[src/rtl/pc_gen_if.sv]
// Fetch-front interface: stall/redirect/training inputs and the registered fetch PC with its prediction.
// Signal names keep the block's published port names so integration scripts can match them directly.
interface pc_gen_if #(
  parameter int XLEN = 32
);
  logic            pc_gen_stall_in;
  logic            pc_gen_redirect_en_in;
  logic [XLEN-1:0] pc_gen_redirect_addr_in;
  logic            pc_gen_update_en_in;
  logic [XLEN-1:0] pc_gen_update_pc_in;
  logic [XLEN-1:0] pc_gen_update_target_in;
  logic            pc_gen_update_taken_in;
  logic [XLEN-1:0] pc_gen_pc_out;
  logic            pc_gen_valid_out;
  logic            pc_gen_pred_taken_out;
  logic [XLEN-1:0] pc_gen_pred_target_out;

  modport master (
    output pc_gen_stall_in, pc_gen_redirect_en_in, pc_gen_redirect_addr_in,
           pc_gen_update_en_in, pc_gen_update_pc_in, pc_gen_update_target_in,
           pc_gen_update_taken_in,
    input  pc_gen_pc_out, pc_gen_valid_out, pc_gen_pred_taken_out, pc_gen_pred_target_out
  );

  modport slave (
    input  pc_gen_stall_in, pc_gen_redirect_en_in, pc_gen_redirect_addr_in,
           pc_gen_update_en_in, pc_gen_update_pc_in, pc_gen_update_target_in,
           pc_gen_update_taken_in,
    output pc_gen_pc_out, pc_gen_valid_out, pc_gen_pred_taken_out, pc_gen_pred_target_out
  );
endinterface

[src/rtl/pc_gen.sv]
// Next-fetch PC generator with direct-mapped BTB and 2-bit counters; redirect lands one cycle later.
// Stall holds the PC (redirect still wins); BTB training never stalls and is independent of the PC path.
module pc_gen #(
  parameter int              XLEN        = 32,
  parameter int              BTB_ENTRIES = 16,
  parameter logic [XLEN-1:0] RESET_ADDR  = '0,
  parameter int              PC_INC      = 4
) (
  input logic    clock_in,
  input logic    reset_n_in,
  pc_gen_if.slave bus
);
  localparam int IDX  = $clog2(BTB_ENTRIES);
  localparam int TAGW = XLEN - IDX - 2;

  typedef logic [IDX-1:0]  idx_t;
  typedef logic [TAGW-1:0] tag_t;

  typedef struct packed {
    logic            vld;
    tag_t            tag;
    logic [XLEN-1:0] tgt;
    logic [1:0]      ctr;
  } btb_entry_t;

  logic [XLEN-1:0] pc_q;
  logic            valid_q;
  btb_entry_t      btb_q [BTB_ENTRIES];

  idx_t            lk_idx;
  btb_entry_t      lk_ent;
  logic            lk_hit;
  logic            pred_taken;
  logic [XLEN-1:0] pred_target;
  logic [XLEN-1:0] pc_seq;
  logic [XLEN-1:0] pc_nxt;

  idx_t            up_idx;
  tag_t            up_tag;
  btb_entry_t      up_ent;
  btb_entry_t      up_new;
  logic            up_hit;
  logic            unused_up_low;

  // Predictions are suppressed until the first fetch is valid.
  always_comb begin
    lk_idx      = pc_q[IDX+1:2];
    lk_ent      = btb_q[lk_idx];
    lk_hit      = valid_q && lk_ent.vld && (lk_ent.tag == pc_q[XLEN-1:IDX+2]);
    pc_seq      = pc_q + XLEN'(PC_INC);
    pred_taken  = lk_hit && lk_ent.ctr[1];
    pred_target = lk_hit ? lk_ent.tgt : pc_seq;
  end

  always_comb begin
    pc_nxt = pc_q;
    if (bus.pc_gen_redirect_en_in) begin
      pc_nxt = bus.pc_gen_redirect_addr_in;
    end else if (!valid_q || bus.pc_gen_stall_in) begin
      pc_nxt = pc_q;
    end else if (pred_taken) begin
      pc_nxt = pred_target;
    end else begin
      pc_nxt = pc_seq;
    end
  end

  always_ff @(posedge clock_in or negedge reset_n_in) begin
    if (!reset_n_in) begin
      pc_q    <= RESET_ADDR;
      valid_q <= 1'b0;
    end else begin
      pc_q    <= pc_nxt;
      valid_q <= 1'b1;
    end
  end

  assign unused_up_low = ^bus.pc_gen_update_pc_in[1:0];

  always_comb begin
    up_idx = bus.pc_gen_update_pc_in[IDX+1:2];
    up_tag = bus.pc_gen_update_pc_in[XLEN-1:IDX+2];
    up_ent = btb_q[up_idx];
    up_hit = up_ent.vld && (up_ent.tag == up_tag);
    up_new = up_ent;
    if (up_hit) begin
      if (bus.pc_gen_update_taken_in) begin
        if (up_ent.ctr != 2'b11) up_new.ctr = up_ent.ctr + 2'd1;
        up_new.tgt = bus.pc_gen_update_target_in;
      end else if (up_ent.ctr != 2'b00) begin
        up_new.ctr = up_ent.ctr - 2'd1;
      end
    end else if (bus.pc_gen_update_taken_in) begin
      up_new = '{vld: 1'b1, tag: up_tag, tgt: bus.pc_gen_update_target_in, ctr: 2'b10};
    end
  end

  // Written at the edge, so a same-cycle lookup still sees the old entry.
  always_ff @(posedge clock_in or negedge reset_n_in) begin
    if (!reset_n_in) begin
      for (int i = 0; i < BTB_ENTRIES; i++) begin
        btb_q[i] <= '{vld: 1'b0, tag: '0, tgt: '0, ctr: 2'b01};
      end
    end else if (bus.pc_gen_update_en_in) begin
      btb_q[up_idx] <= up_new;
    end
  end

  assign bus.pc_gen_pc_out          = pc_q;
  assign bus.pc_gen_valid_out       = valid_q;
  assign bus.pc_gen_pred_taken_out  = pred_taken;
  assign bus.pc_gen_pred_target_out = pred_target;
endmodule
[src/flat_wrapper.sv]
// flat-port wrapper written by rule: the top's interface ports become plain ports
module pc_gen_flat 
#(
  parameter int              XLEN        = 32,
  parameter int              BTB_ENTRIES = 16,
  parameter logic [XLEN-1:0] RESET_ADDR  = '0,
  parameter int              PC_INC      = 4
)
  (clock_in, reset_n_in, bus_pc_gen_stall_in, bus_pc_gen_redirect_en_in, bus_pc_gen_redirect_addr_in, bus_pc_gen_update_en_in, bus_pc_gen_update_pc_in, bus_pc_gen_update_target_in, bus_pc_gen_update_taken_in, bus_pc_gen_pc_out, bus_pc_gen_valid_out, bus_pc_gen_pred_taken_out, bus_pc_gen_pred_target_out);
  pc_gen_if #(.XLEN(XLEN)) bus_i ();
  input logic clock_in;
  input logic reset_n_in;
  input wire logic [$bits(bus_i.pc_gen_stall_in)-1:0] bus_pc_gen_stall_in;
  input wire logic [$bits(bus_i.pc_gen_redirect_en_in)-1:0] bus_pc_gen_redirect_en_in;
  input wire logic [$bits(bus_i.pc_gen_redirect_addr_in)-1:0] bus_pc_gen_redirect_addr_in;
  input wire logic [$bits(bus_i.pc_gen_update_en_in)-1:0] bus_pc_gen_update_en_in;
  input wire logic [$bits(bus_i.pc_gen_update_pc_in)-1:0] bus_pc_gen_update_pc_in;
  input wire logic [$bits(bus_i.pc_gen_update_target_in)-1:0] bus_pc_gen_update_target_in;
  input wire logic [$bits(bus_i.pc_gen_update_taken_in)-1:0] bus_pc_gen_update_taken_in;
  output wire logic [$bits(bus_i.pc_gen_pc_out)-1:0] bus_pc_gen_pc_out;
  output wire logic [$bits(bus_i.pc_gen_valid_out)-1:0] bus_pc_gen_valid_out;
  output wire logic [$bits(bus_i.pc_gen_pred_taken_out)-1:0] bus_pc_gen_pred_taken_out;
  output wire logic [$bits(bus_i.pc_gen_pred_target_out)-1:0] bus_pc_gen_pred_target_out;
  assign bus_i.pc_gen_stall_in = bus_pc_gen_stall_in;
  assign bus_i.pc_gen_redirect_en_in = bus_pc_gen_redirect_en_in;
  assign bus_i.pc_gen_redirect_addr_in = bus_pc_gen_redirect_addr_in;
  assign bus_i.pc_gen_update_en_in = bus_pc_gen_update_en_in;
  assign bus_i.pc_gen_update_pc_in = bus_pc_gen_update_pc_in;
  assign bus_i.pc_gen_update_target_in = bus_pc_gen_update_target_in;
  assign bus_i.pc_gen_update_taken_in = bus_pc_gen_update_taken_in;
  assign bus_pc_gen_pc_out = bus_i.pc_gen_pc_out;
  assign bus_pc_gen_valid_out = bus_i.pc_gen_valid_out;
  assign bus_pc_gen_pred_taken_out = bus_i.pc_gen_pred_taken_out;
  assign bus_pc_gen_pred_target_out = bus_i.pc_gen_pred_target_out;
  pc_gen #(.XLEN(XLEN), .BTB_ENTRIES(BTB_ENTRIES), .RESET_ADDR(RESET_ADDR), .PC_INC(PC_INC)) u_core (.clock_in(clock_in), .reset_n_in(reset_n_in), .bus(bus_i));
endmodule
[config.mk]
export PLATFORM = sky130hd
export DESIGN_NAME = pc_gen_flat
export DESIGN_NICKNAME = d
export VERILOG_FILES = /design/src/rtl/pc_gen_if.sv /design/src/rtl/pc_gen.sv /design/src/flat_wrapper.sv
export SDC_FILE = /design/constraint.sdc
export NUM_CORES = 2
export LEC_CHECK = 0
export CAP_MARGIN = 15
export CORE_UTILIZATION = 40
export DETAILED_ROUTE_END_ITERATION = 6
export SLEW_MARGIN = 20
export SYNTH_ARGS = -nofsm -noshare
export SYNTH_HDL_FRONTEND = slang
export SYNTH_SLANG_ARGS = --single-unit
[constraint.sdc]
create_clock -name clock_in -period 12.22 [get_ports clock_in]
set_input_delay 3.055 -clock clock_in [delete_from_list [all_inputs] [get_ports clock_in]]
set_output_delay 3.055 -clock clock_in [all_outputs]
set_load 0.02 [all_outputs]
==> impl_metrics.yaml <==
finish:
  regArea_sq_mm: 0.02528
  n_fill_cell: 12520
  areaGrowthSynthToFinish_pct: 12.37
  layout_common_cells: "dfrtp_1, nand2_1, o21ai_0, mux4_2, nor2_1"
  drive_above_1_share_pct: 19.41
  fin_nets: 5004
  multi_input_area_sq_mm: 0.02786
  final_common_cell: "dfrtp_1"
  postLayoutCellArea_sq_mm: 0.06179
sta:
  fin_crit_sh_pct: 78.71
  finalSetupTns_ns: 0
  maxSlewHeadroom_pct: 21.62
  hold_viol: 0
  maxSlewViolCount: 0
  rsz0062_at_grt: "false"
  min_period_ns: 9.619
  clock_skew_ns: 0.03688
  setup_slack_ns: 2.601
  worst_pin_slew_ns: 1.176
  fmax_mhz: 104.0
  setup_violations: 0
synthesis:
  syn_nets: 5103
  yosys.area.top_type: "dfrtp_1"
  syn_avg_cell_area_sq_um: 11.00
  synth-edff-count: 0
  ys_types: 87
  ys_seq_area_share_pct: 45.95
  ys_ff_latch: 1009
  netlist_top_cells_area: "dfrtp_1, mux4_2, o21ai_0, nand2_1, mux2i_1"
  synth_cells: 5000
  syn_area_sq_mm: 0.05499
  synth_top_area_share_pct: 45.19
  yosysWarnings: 0
  synthArstFlopShare_pct: 100.0
  ys.flop_type: "dfrtp_1"
worst_setup_path:
  cp_top_family: "buffers and inverters"
  max_stage_delay_ns: 0.87
  path_cells: "buf_4, mux4_2, mux2i_1, o311ai_0, a2111oi_0, nand4_1, nor3_2, buf_4, mux2i_1, clkdlybuf4s50_1"
  path_max_fanout: 38
  crit_buf_inv: 3
  path_class: "reg2out"
  crit_path_end_kind: "primary output"
  start_kind: "flop"
  worst_ep_required_time_ns: 9.16
  crit_slowest_cell: "dfrtp_4"
  cp_data_arrival_time_ns: 6.56
grt:
  met1_usage_pct: 37.74
  grt_pass1_wl_um: 277700
  grt_usage_pct: 26.79
  grt_antenna_before_repair: 8
  top_usage_layer: "met2"
  grt_remaining_overflow: 0
  grt_use_met3_pct: 4.848
  grt_start_max_net_pins: 174
  grt_pass1_vias: 40940
  met2_usage_pct: 40.98
drt:
  dr.pass1.iters: 7
  drc: 2
  drt-total-wl_um: 187700
  drt_iter0_drc: 4732
  ant_nets: 0
  vias: 41860
  wire_per_inst_um: 27.69
  via_per_inst: 6.177
clock_tree:
  cts_max_level: 3
  clockRootBuffer: "clkbuf_16"
  cts_setup_buffers: 0
  cts.path.max_buffers: 3
  cts_hold_buf: 0
  cts.clk_slew.worst_paths_ns: 0.06
  clk_latency_ns: 0.74
  cts_buffers: 107
  cts_tree: "yes"
  postCtsResizedCells: 0
  clock-sinks: 1009
die:
  rows: 135
  coreArea_sq_mm: 0.1360
  die_area_sq_mm: 0.1390
  die_w_um: 372.8
  io-pin-count: 168
  start_util_pct: 40.44
  fp.dieH_um: 372.8
pwr:
  power_mw: 11.39
  p_leak_nw: 25.42
  ir_drop_uv: 120.7
  powerDensity_mw_per_mm2: 184.4
outcome:
  outcome: "finished with violations"
  violations: "design-rule violations"
placed_design:
  placed_cell_area_sq_mm: 0.05781
  dp_slack_ns: 3.143
  port_buffers: 165
  hpwl_um: 113800
  place_congestion: 0.9214
hold_path:
  worstHoldPathType: "reg2reg"
run:
  maxCapViolCount: 0
[worst register-to-register path, stage by stage (launching register included)]
cell	delay, ns
dfrtp_4	0.87
buf_4	0.76
mux4_2	0.65
mux2i_1	0.61
o311ai_0	0.23
a2111oi_0	0.43
nand4_1	0.32
nor3_2	0.26
buf_4	0.53
nand3_1	0.62
o221a_2	0.51
[final timing paths]
path	end	start	cells past startpoint	slack (ns)
worst max register to register	u_core.bus.pc_gen_pc_out[5]	u_core.bus.pc_gen_pc_out[2]	10	6.31
worst min-delay path	u_core.btb_q[366]	u_core.btb_q[366]	2	0.48
worst max-delay path	bus_pc_gen_pred_target_out[2]	u_core.bus.pc_gen_pc_out[2]	10	2.60
max in group asynchronous	u_core.btb_q[302]	reset_n_in	3	7.49
min in group asynchronous	u_core.btb_q[908]	reset_n_in	1	2.38
worst min register to register	u_core.btb_q[366]	u_core.btb_q[366]	2	0.48
[cells in the mapped netlist, types with 8 or more instances]
master / instances
buf_2: 49
a22o_1: 14
a221oi_1: 14
xor2_1: 14
and2_1: 8
o211ai_1: 8
mux4_2: 495
o21ai_0: 678
nor3_1: 22
a21oi_4: 17
o21a_1: 9
o31a_1: 16
clkbuf_1: 314
nand4_1: 24
and3_1: 11
dfstp_2: 16
a21oi_1: 365
o22ai_1: 19
a22oi_1: 36
nor3b_1: 9
buf_4: 41
dfrtp_1: 993
nand2b_1: 11
nor2b_1: 17
a211oi_2: 9
o21ai_1: 12
nand2_1: 742
xnor2_1: 40
buf_1: 38
nand3_1: 37
inv_1: 36
mux2_2: 58
buf_6: 19
mux2i_1: 214
nor2_1: 466
[layout make-up]
| type | instances | share of cell area (%) |
|---|---|---|
| antenna | 2 | 0.008100 |
| clock buffer | 160 | 5.180 |
| clock inverter | 41 | 0.9315 |
| inverter | 42 | 0.2653 |
| multi-input combinational | 3486 | 45.10 |
| sequential | 1009 | 40.92 |
| tap | 1781 | 3.607 |
| timing repair buffer | 255 | 3.995 |
[flip-flops by register name (all words and copies together) (netlist names)]
| name | cells |
|---|---|
| u_core.bus.pc_gen_pc_out | 32 |
| u_core.bus.pc_gen_valid_out | 1 |
| u_core.btb_q | 976 |
[metal layers]
layer	share of wire, %	vias up
met2	46	1991
met1	41	21410
met3	8.7	419
met4	4.2	6
met5	0.022	-
li1	-	18030
[stage by stage]
step | utilization (%) | hold slack [ns] | std cells
after detailed placement | 42.52 | 0.4745 | 6571
after global routing | 45.44 | 0.5017 | 6775
after global placement | 42.50 | 0.4668 | 6571
after floorplan | - | 0.4584 | 5000
after CTS | 45.30 | 0.4823 | 6772
final | 45.44 | 0.4784 | 6776
[cells by family after synthesis]
family	count (synthesis)	share of synthesized area, %
flip-flops	1009	45.95
buffers and inverters	505	4.103
XOR/XNOR	54	0.8601
other	1	0.006820
AND/OR/NAND/NOR	1379	10.20
multiplexers	771	25.52
AO/OA/AOI/OAI	1279	13.32
adder cells (fa/ha/maj)	2	0.04095
[report_power, final]
| part | switching (mW) | leakage, nW | internal (mW) |
|---|---|---|---|
| logic | 1.63 | 11.1 | 1.47 |
| registers | 0.647 | 12.5 | 4.15 |
| clock network | 1.45 | 1.86 | 2.05 |
| total | 3.73 | 25.4 | 7.66 |
No activity file was read; power rests on OpenSTA's default activity.
